### src/rtl/weight_buffer_ctrl.sv
// weight_buffer_ctrl
// Sequencer for a DEPTH-entry x DW-bit weight buffer. A load phase writes a
// valid/ready stream of rows into the buffer; a replay phase reads the stored
// rows back one or more times for the systolic array. Every buffer pin is
// driven from a register, and a valid/last/row sideband is produced that lines
// up with the buffer's registered Q output (one edge after the read issue).
//
// Ports
//   CLK, RST                    clock, synchronous active-high reset
//   cmd_load, load_len          start a load of load_len rows (clamped to DEPTH)
//   ld_valid, ld_ready, ld_data load row stream
//   load_done                   one-cycle pulse when the load phase ends
//   cmd_run, run_len,           start replay: run_len rows per pass,
//   run_passes, run_opstage     run_passes passes (0 = 1), opstage for the run
//   hold                        downstream stall, suspends read issue
//   run_done                    one-cycle pulse, coincident with the final q_valid
//   busy                        controller is not idle
//   q_valid, q_last, q_row      sideband describing the buffer's current Q
//   WB_CEN, WB_WEN, WB_A, WB_D,
//   WB_OPSTAGE, WB_RETN         weight buffer control pins
module weight_buffer_ctrl #(
  parameter int DEPTH = 16,
  parameter int AW    = 13,
  parameter int DW    = 512,
  parameter int LW    = 5
) (
  input  logic          CLK,
  input  logic          RST,
  input  logic          cmd_load,
  input  logic [LW-1:0] load_len,
  input  logic          ld_valid,
  output logic          ld_ready,
  input  logic [DW-1:0] ld_data,
  output logic          load_done,
  input  logic          cmd_run,
  input  logic [LW-1:0] run_len,
  input  logic [3:0]    run_passes,
  input  logic          run_opstage,
  input  logic          hold,
  output logic          run_done,
  output logic          busy,
  output logic          q_valid,
  output logic          q_last,
  output logic [LW-2:0] q_row,
  output logic          WB_CEN,
  output logic          WB_WEN,
  output logic [AW-1:0] WB_A,
  output logic [DW-1:0] WB_D,
  output logic          WB_OPSTAGE,
  output logic          WB_RETN
);

  // Row counter width; it indexes DEPTH entries, so it is one bit narrower
  // than the length fields that must be able to hold DEPTH itself.
  localparam int CW = LW - 1;

  localparam logic [1:0] S_IDLE  = 2'd0;
  localparam logic [1:0] S_LOAD  = 2'd1;
  localparam logic [1:0] S_READ  = 2'd2;
  localparam logic [1:0] S_DRAIN = 2'd3;

  localparam logic [LW-1:0] DEPTH_L = LW'(DEPTH);

  logic [1:0]    state;
  logic [CW-1:0] cnt;
  logic [LW-1:0] len_q;
  logic [3:0]    pass_cnt;
  logic [3:0]    pass_tot;
  logic [CW-1:0] wb_a_lo;
  logic          last_issue;

  logic [LW-1:0] load_len_c;
  logic [LW-1:0] run_len_c;
  logic [3:0]    run_passes_c;
  logic          row_end;
  logic          pass_end;

  // Command operand conditioning: lengths saturate at DEPTH, and a pass
  // count of zero is treated as a single pass. row_end/pass_end flag the
  // last row of the current pass and the last pass of the run.
  always_comb begin
    load_len_c   = (load_len > DEPTH_L) ? DEPTH_L : load_len;
    run_len_c    = (run_len > DEPTH_L) ? DEPTH_L : run_len;
    run_passes_c = (run_passes == 4'd0) ? 4'd1 : run_passes;
    row_end      = ({1'b0, cnt} == (len_q - LW'(1)));
    pass_end     = (pass_cnt == (pass_tot - 4'd1));
  end

  // Only the low address bits are ever used; the upper bits stay tied to 0.
  assign WB_A = {{(AW - CW){1'b0}}, wb_a_lo};

  // Main sequencer. Strobes (WEN, CEN, done pulses) default to inactive every
  // cycle so that they only last one cycle unless re-asserted. Reset also
  // serves as an abort: it returns to IDLE without any done pulse and leaves
  // CEN high so the buffer contents are never disturbed.
  always_ff @(posedge CLK) begin
    if (RST) begin
      state      <= S_IDLE;
      cnt        <= '0;
      len_q      <= '0;
      pass_cnt   <= '0;
      pass_tot   <= '0;
      wb_a_lo    <= '0;
      last_issue <= 1'b0;
      ld_ready   <= 1'b0;
      load_done  <= 1'b0;
      run_done   <= 1'b0;
      busy       <= 1'b0;
      WB_CEN     <= 1'b1;
      WB_WEN     <= 1'b1;
      WB_D       <= '0;
      WB_OPSTAGE <= 1'b0;
      WB_RETN    <= 1'b0;
    end else begin
      WB_RETN    <= 1'b1;
      load_done  <= 1'b0;
      run_done   <= 1'b0;
      WB_WEN     <= 1'b1;
      WB_CEN     <= 1'b1;
      last_issue <= 1'b0;
      case (state)
        S_IDLE: begin
          // Load has priority; a simultaneous run command is dropped.
          if (cmd_load) begin
            cnt <= '0;
            if (load_len_c == '0) begin
              load_done <= 1'b1;
            end else begin
              state    <= S_LOAD;
              busy     <= 1'b1;
              ld_ready <= 1'b1;
              len_q    <= load_len_c;
            end
          end else if (cmd_run) begin
            if (run_len_c == '0) begin
              run_done <= 1'b1;
            end else begin
              state      <= S_READ;
              busy       <= 1'b1;
              len_q      <= run_len_c;
              pass_tot   <= run_passes_c;
              pass_cnt   <= 4'd0;
              cnt        <= '0;
              WB_OPSTAGE <= run_opstage;
            end
          end
        end
        S_LOAD: begin
          // ld_ready low while still in LOAD marks the tail cycle after the
          // final write; that cycle closes the phase.
          if (ld_ready) begin
            if (ld_valid) begin
              WB_WEN  <= 1'b0;
              wb_a_lo <= cnt;
              WB_D    <= ld_data;
              cnt     <= cnt + CW'(1);
              if (row_end) begin
                ld_ready <= 1'b0;
              end
            end
          end else begin
            state     <= S_IDLE;
            busy      <= 1'b0;
            load_done <= 1'b1;
          end
        end
        S_READ: begin
          // A held cycle issues nothing and freezes both counters.
          if (!hold) begin
            WB_CEN  <= 1'b0;
            wb_a_lo <= cnt;
            if (row_end) begin
              cnt <= '0;
              if (pass_end) begin
                last_issue <= 1'b1;
                state      <= S_DRAIN;
              end else begin
                pass_cnt <= pass_cnt + 4'd1;
              end
            end else begin
              cnt <= cnt + CW'(1);
            end
          end
        end
        S_DRAIN: begin
          // The final read's Q appears now, together with run_done.
          state    <= S_IDLE;
          busy     <= 1'b0;
          run_done <= 1'b1;
        end
        default: begin
          state <= S_IDLE;
          busy  <= 1'b0;
        end
      endcase
    end
  end

  // Q sideband: the buffer registers Q one edge after CEN/A, so the sideband
  // is simply the issued CEN/address/last-flag delayed by one edge.
  always_ff @(posedge CLK) begin
    if (RST) begin
      q_valid <= 1'b0;
      q_last  <= 1'b0;
      q_row   <= '0;
    end else begin
      q_valid <= ~WB_CEN;
      q_last  <= last_issue & ~WB_CEN;
      q_row   <= wb_a_lo;
    end
  end

endmodule

### config.mk
export PLATFORM = sky130hd
export DESIGN_NAME = weight_buffer_ctrl
export DESIGN_NICKNAME = d
export VERILOG_FILES = /design/src/rtl/weight_buffer_ctrl.sv
export SDC_FILE = /design/constraint.sdc
export NUM_CORES = 1
export LEC_CHECK = 0
export CORE_AREA = 2 2 418 420
export CTS_BUF_LIST = sky130_fd_sc_hd__clkbuf_16
export DETAILED_ROUTE_END_ITERATION = 10
export DIE_AREA = 0 0 420 422
export HOLD_SLACK_MARGIN = 0.06
export MAX_ROUTING_LAYER = met4
export PLACE_DENSITY_LB_ADDON = 0.12
export SLEW_MARGIN = 20
export SYNTH_ARGS = -nofsm -noshare
export SYNTH_HDL_FRONTEND = slang
export SYNTH_SLANG_ARGS = --single-unit
export TNS_END_PERCENT = 50
### constraint.sdc
create_clock -name CLK -period 3.5 [get_ports CLK]
set_clock_uncertainty 0.05 [all_clocks]
set_input_delay 1.05 -clock CLK [delete_from_list [all_inputs] [get_ports CLK]]
set_output_delay 1.05 -clock CLK [all_outputs]
set_load 0.01 [all_outputs]
Yosys cells after proc, flatten, opt, wreduce, memory -nomap -nowiden:

Cells that the tools add are included.

* order comparisons: 2
* equality and inequality tests: 22
* muxes and demuxes: 56
* reductions and logical operators: 22
* bitwise logic cells: 8
* $mul: 0
* add/sub/neg operators: 4
* divide/modulo/power cells: 0
* shift operators: 0

Operators with widths (count)
* $mux W4: 15
* $mux W5: 6
* $ne A2 B2 Y1 const B: 14
* $mux W1: 19
* $mux W2: 8
* $pmux W4 S2: 2
* $reduce_and A7 Y1: 2
* $pmux W4 S3: 1
* $reduce_and A4 Y1: 3
* $gt A5 B5 Y1 const B: 2
* $logic_not A5 Y1: 2
* $ne A3 B3 Y1 const B: 3
* $add A4 B1 Y4 const B: 2
* $pmux W2 S4: 1
* $reduce_bool A2 Y1: 4
* $not A1 Y1: 7
* $pmux W1 S2: 3
* $reduce_and A3 Y1: 2
* $reduce_and A6 Y1: 1
* $reduce_bool A3 Y1: 2
* $eq A4 B5 Y1: 1
* $reduce_and A5 Y1: 1
* $sub A5 B1 Y5 const B: 1
* $eq A2 B2 Y1 const B: 2
* 10 further kinds: 10

* word-level logic and storage cells: 133
* memories kept: 0
* bits in writable memories: 0
* ROM bits: 0
* flip-flop bits (word level): 550
* latch bits: 0
* bits of input ports: 533

Logic depth before layout (Yosys ltp):

* depth in word-level cells: 7
* mapped depth: 9

Worst setup path after synthesis:

OpenSTA, ideal clock, no wires.

* path kind: input port to flip-flop
* from: in cmd_load
* to: reg pass_cnt[2]
* stages: 8
* path slack: 0.775 ns
* library setup time: 0.074 ns
* data required time: 3.376 ns
* data arrival time: 2.601 ns
* cell sequence: clkbuf_1 > nor2b_1 > o311a_1 > clkbuf_1 > or2_1 > nand2_1 > or4_1 > a31oi_1

* cells in the longest elaborated chain, start to end: 2

Ends and longest elaborated chain
* from (decl): RTL line 29 `input logic cmd_load,`
* $ne A2 B2 Y1 (no source line)
* $reduce_and A7 Y1 (no source line)
* to (signal assigned): RTL line 178 `pass_cnt <= pass_cnt + 4'd1;`
* to (decl): RTL line 67 `logic [3:0] pass_cnt;`

Every way passes these cells.
A chain may end at the register's enable or synchronous reset.

Worst setup path in the final report:

* from: reg ld_ready
* to: out ld_ready

RTL lines
* from (decl): RTL line 32 `output logic ld_ready,`
* from (signal assigned): RTL line 105 `ld_ready <= 1'b0;`
* from (signal assigned): RTL line 131 `ld_ready <= 1'b1;`
* from (signal assigned): RTL line 158 `ld_ready <= 1'b0;`

No word-level cell between the ends.

==> impl_metrics.yaml <==
clock_tree:
  htreeDepth: 3
  cts_buffer_depth: 3
  postCtsHoldBufs: 0
  clockRootBuffer: "clkbuf_16"
  cts_tree: "done"
  ctsResizeCount: 0
  clock-sinks: 550
  cts_buffers: 80
  post_cts_buffers: 0
  clk_pin_slew_worst_paths_ns: 0.06
  worstSkewPairLatency_ns: 0.68
detailed_routing:
  drt-total-wl_microns: 109000
  drt_iter0_markers: 838
  vias: 19959
  post_drt_via_cell_ratio: 3.38
  post-route-drc-count: 0
  dr.pass1.iters: 5
  antenna_left: 0
  wire_per_inst_microns: 18.5
worst_setup_path:
  slowest_delay_ns: 0.70
  crit_fanout: 9
  crit_path_top_delay_cell: "clkdlybuf4s50_1"
  start_kind: "register"
  crit_chain: "clkdlybuf4s50_1"
  crit_end: "ld_ready"
  r2r_start: "len_q[0]"
  criticalPathCategory: "reg2out"
  crit_family: "buffers and inverters"
  reg2reg_depth: 8
  required_ns: 2.40
  critPathLaunch: "ld_ready"
  cp-end-kind: "output pin"
  rr_endpoint: "pass_cnt[2]"
  cp.arrival_ns: 1.97
  r2r_setup_slack_ns: 0.66
  timing.critical_path.depth: 1
  crit_buf_inv: 1
floorplan:
  ios: 1072
  start_util_pct: 11.2
  fp.coreArea_sq_um: 173000
  core.rowCount: 153
  die_x_microns: 420
  die_y_microns: 422
  die_area_sq_um: 177000
placement:
  hpwl_microns: 82400
  pre_cts_ws_ns: 0.275
  portBuffers: 1062
  place_congestion: 0.794
  dpl_cell_area_sq_um: 32900
grt:
  grt_usage_pct: 12.1
  grt_pass1_wl_microns: 150000
  antenna_found_initial: 18
  grt_max_degree: 148
  grt_pass1_vias: 19835
  grt.overflow.total: 0
sta:
  post-route-period-util_pct: 87.6
  rsz0062_at_grt: "false"
  worst_pin_slew_ns: 1.06
  fmax_mhz: 326
  finalSetupViolations: 0
  relSlewSlack_pct: 29.1
  tns_ns: 0
  period_needed_ns: 3.07
  drv_slew: 0
  fin_ws_ns: 0.433
  hold_viol: 0
pwr:
  pwr-share-clk_pct: 49.4
  power_frac_seq_pct: 41.1
  power.switching_mw: 3.92
  power_mw: 15.7
  power.density_nw_per_um2: 443
  ir_worst_vdd_uv: 300
  p_int_mw: 11.8
  p_sw_share_pct: 25.0
  pwr-share-comb_pct: 9.5
  leakage_nw: 11.5
synth:
  synthCells: 2469
  synth-async-reset-ratio_pct: 0
  yosys_warnings: 0
  yosysSeqAreaShare_pct: 56.8
  ys.flop_type: "dfxtp_1"
  synth_area_sq_um: 19400
  avgSynthCellArea_sq_um: 7.85
  synth-seq-cells: 550
  synth.distinct_cells: 51
  synth_edf_count: 0
  synth.largest_area_cell: "dfxtp_1"
  synth.top_cells.by_area: "dfxtp_1 (57%), nand2_1 (20%), a21oi_1 (13%)"
  yosysTopAreaCellShare_pct: 56.8
finish:
  layout_commonest_cell: "clkdlybuf4s50_1"
  fillers: 19338
  fin_area_sq_um: 35400
  final_nets: 4037
  syn2layout_area_growth_pct: 82.9
  mostFrequentLayoutCells: "clkdlybuf4s50_1 (1,061), nand2_1 (1,046), dfxtp_1 (550), a21oi_1 (519), clkbuf_16 (85)"
  drive_gt1_share_pct: 4.70
job:
  cap_viol_max_count: 0
outcome:
  outcome: "finished clean"
hold_path:
  hp-class: "reg2reg"
[cells by family (layout without fill, tap and decap cells)]
kind of cell               Yosys count  after routing  share of synthesized area, %
muxes                                9              9                         0.471
DFF                                550            550                          56.8
buffers and inverters              206           1285                          4.17
xor gates and xnor gates            13             13                         0.588
adders and majority gates            9              9                         0.581
other                                1             25                        0.0194
and+or+nand+nor                   1124           1124                          22.5
AOI/OAI and AO/OA                  557            557                          14.9
[cells in the mapped netlist (all sizes together) (4+ instances only)]
cell / instances
a211oi: 4
a21oi: 519
a31oi: 6
buf: 29
clkbuf: 163
dfxtp: 550
ha: 9
inv: 14
mux2i: 8
nand2: 1046
nand3: 17
nor2: 22
nor2b: 9
nor3: 7
o211ai: 5
o32ai: 4
or3: 4
xnor2: 6
xor2: 7
[worst min-delay path by stage]
stage,start,end,slack (ns),cells after the start
detailed placement,WB_D[120],WB_D[120],0.40,2
CTS,WB_D[293],WB_D[293],0.40,2
global route,WB_D[384],WB_D[384],0.41,2
finish,WB_D[91],WB_D[91],0.40,2
global placement,WB_D[257],WB_D[257],0.39,2
floorplan,last_issue,q_last,0.36,1
[power groups by stage]
| stage | combinational, mW | clock, mW | sequential (mW) |
|---|---|---|---|
| detailed placement | 1.52 | 0 | 6.58 |
| floorplan | 0.412 | 0 | 6.61 |
| global route | 1.61 | 8.38 | 6.45 |
| CTS | 1.53 | 8.18 | 6.44 |
| global placement | 1.53 | 0 | 6.57 |
| finish | 1.49 | 7.76 | 6.44 |
[flip-flops by register name, indices dropped and copies added, names as in the netlist, 2 cells and up]
name	count
state	2
len_q	5
pass_cnt	4
pass_tot	4
cnt	4
WB_D	512
q_row	4
wb_a_lo	4
[metal layers]
metal / wire, microns / global-route usage [%]
met3: 8480 / 4.50
met4: 2530 / 3.40
met5: 0 / -
met2: 54900 / 20.8
met1: 43300 / 13.0
[per-stage QoR]
stage / util, % / hold WS [ns] / std cells
2_1_floorplan: - / 0.356 / 2477
3_3_place_gp: 19.1 / 0.391 / 5738
3_5_place_dp: 19.1 / 0.396 / 5738
4_1_cts: 20.5 / 0.403 / 5881
5_1_grt: 20.5 / 0.414 / 5896
6_report: 20.5 / 0.399 / 5897
[layout make-up]
type / count / area, sq um / area share, %
Antenna cell: 16 / 40.0 / 0.113
Clock buffer: 85 / 2130 / 6.00
Clock inverter: 58 / 320 / 0.904
Inverter: 14 / 52.6 / 0.148
Multi-Input combinational cell: 1721 / 7610 / 21.5
Sequential cell: 550 / 11000 / 31.1
Tap cell: 2325 / 2910 / 8.21
Timing Repair Buffer: 1128 / 11400 / 32.1
(Power assumes the default switching activity.)
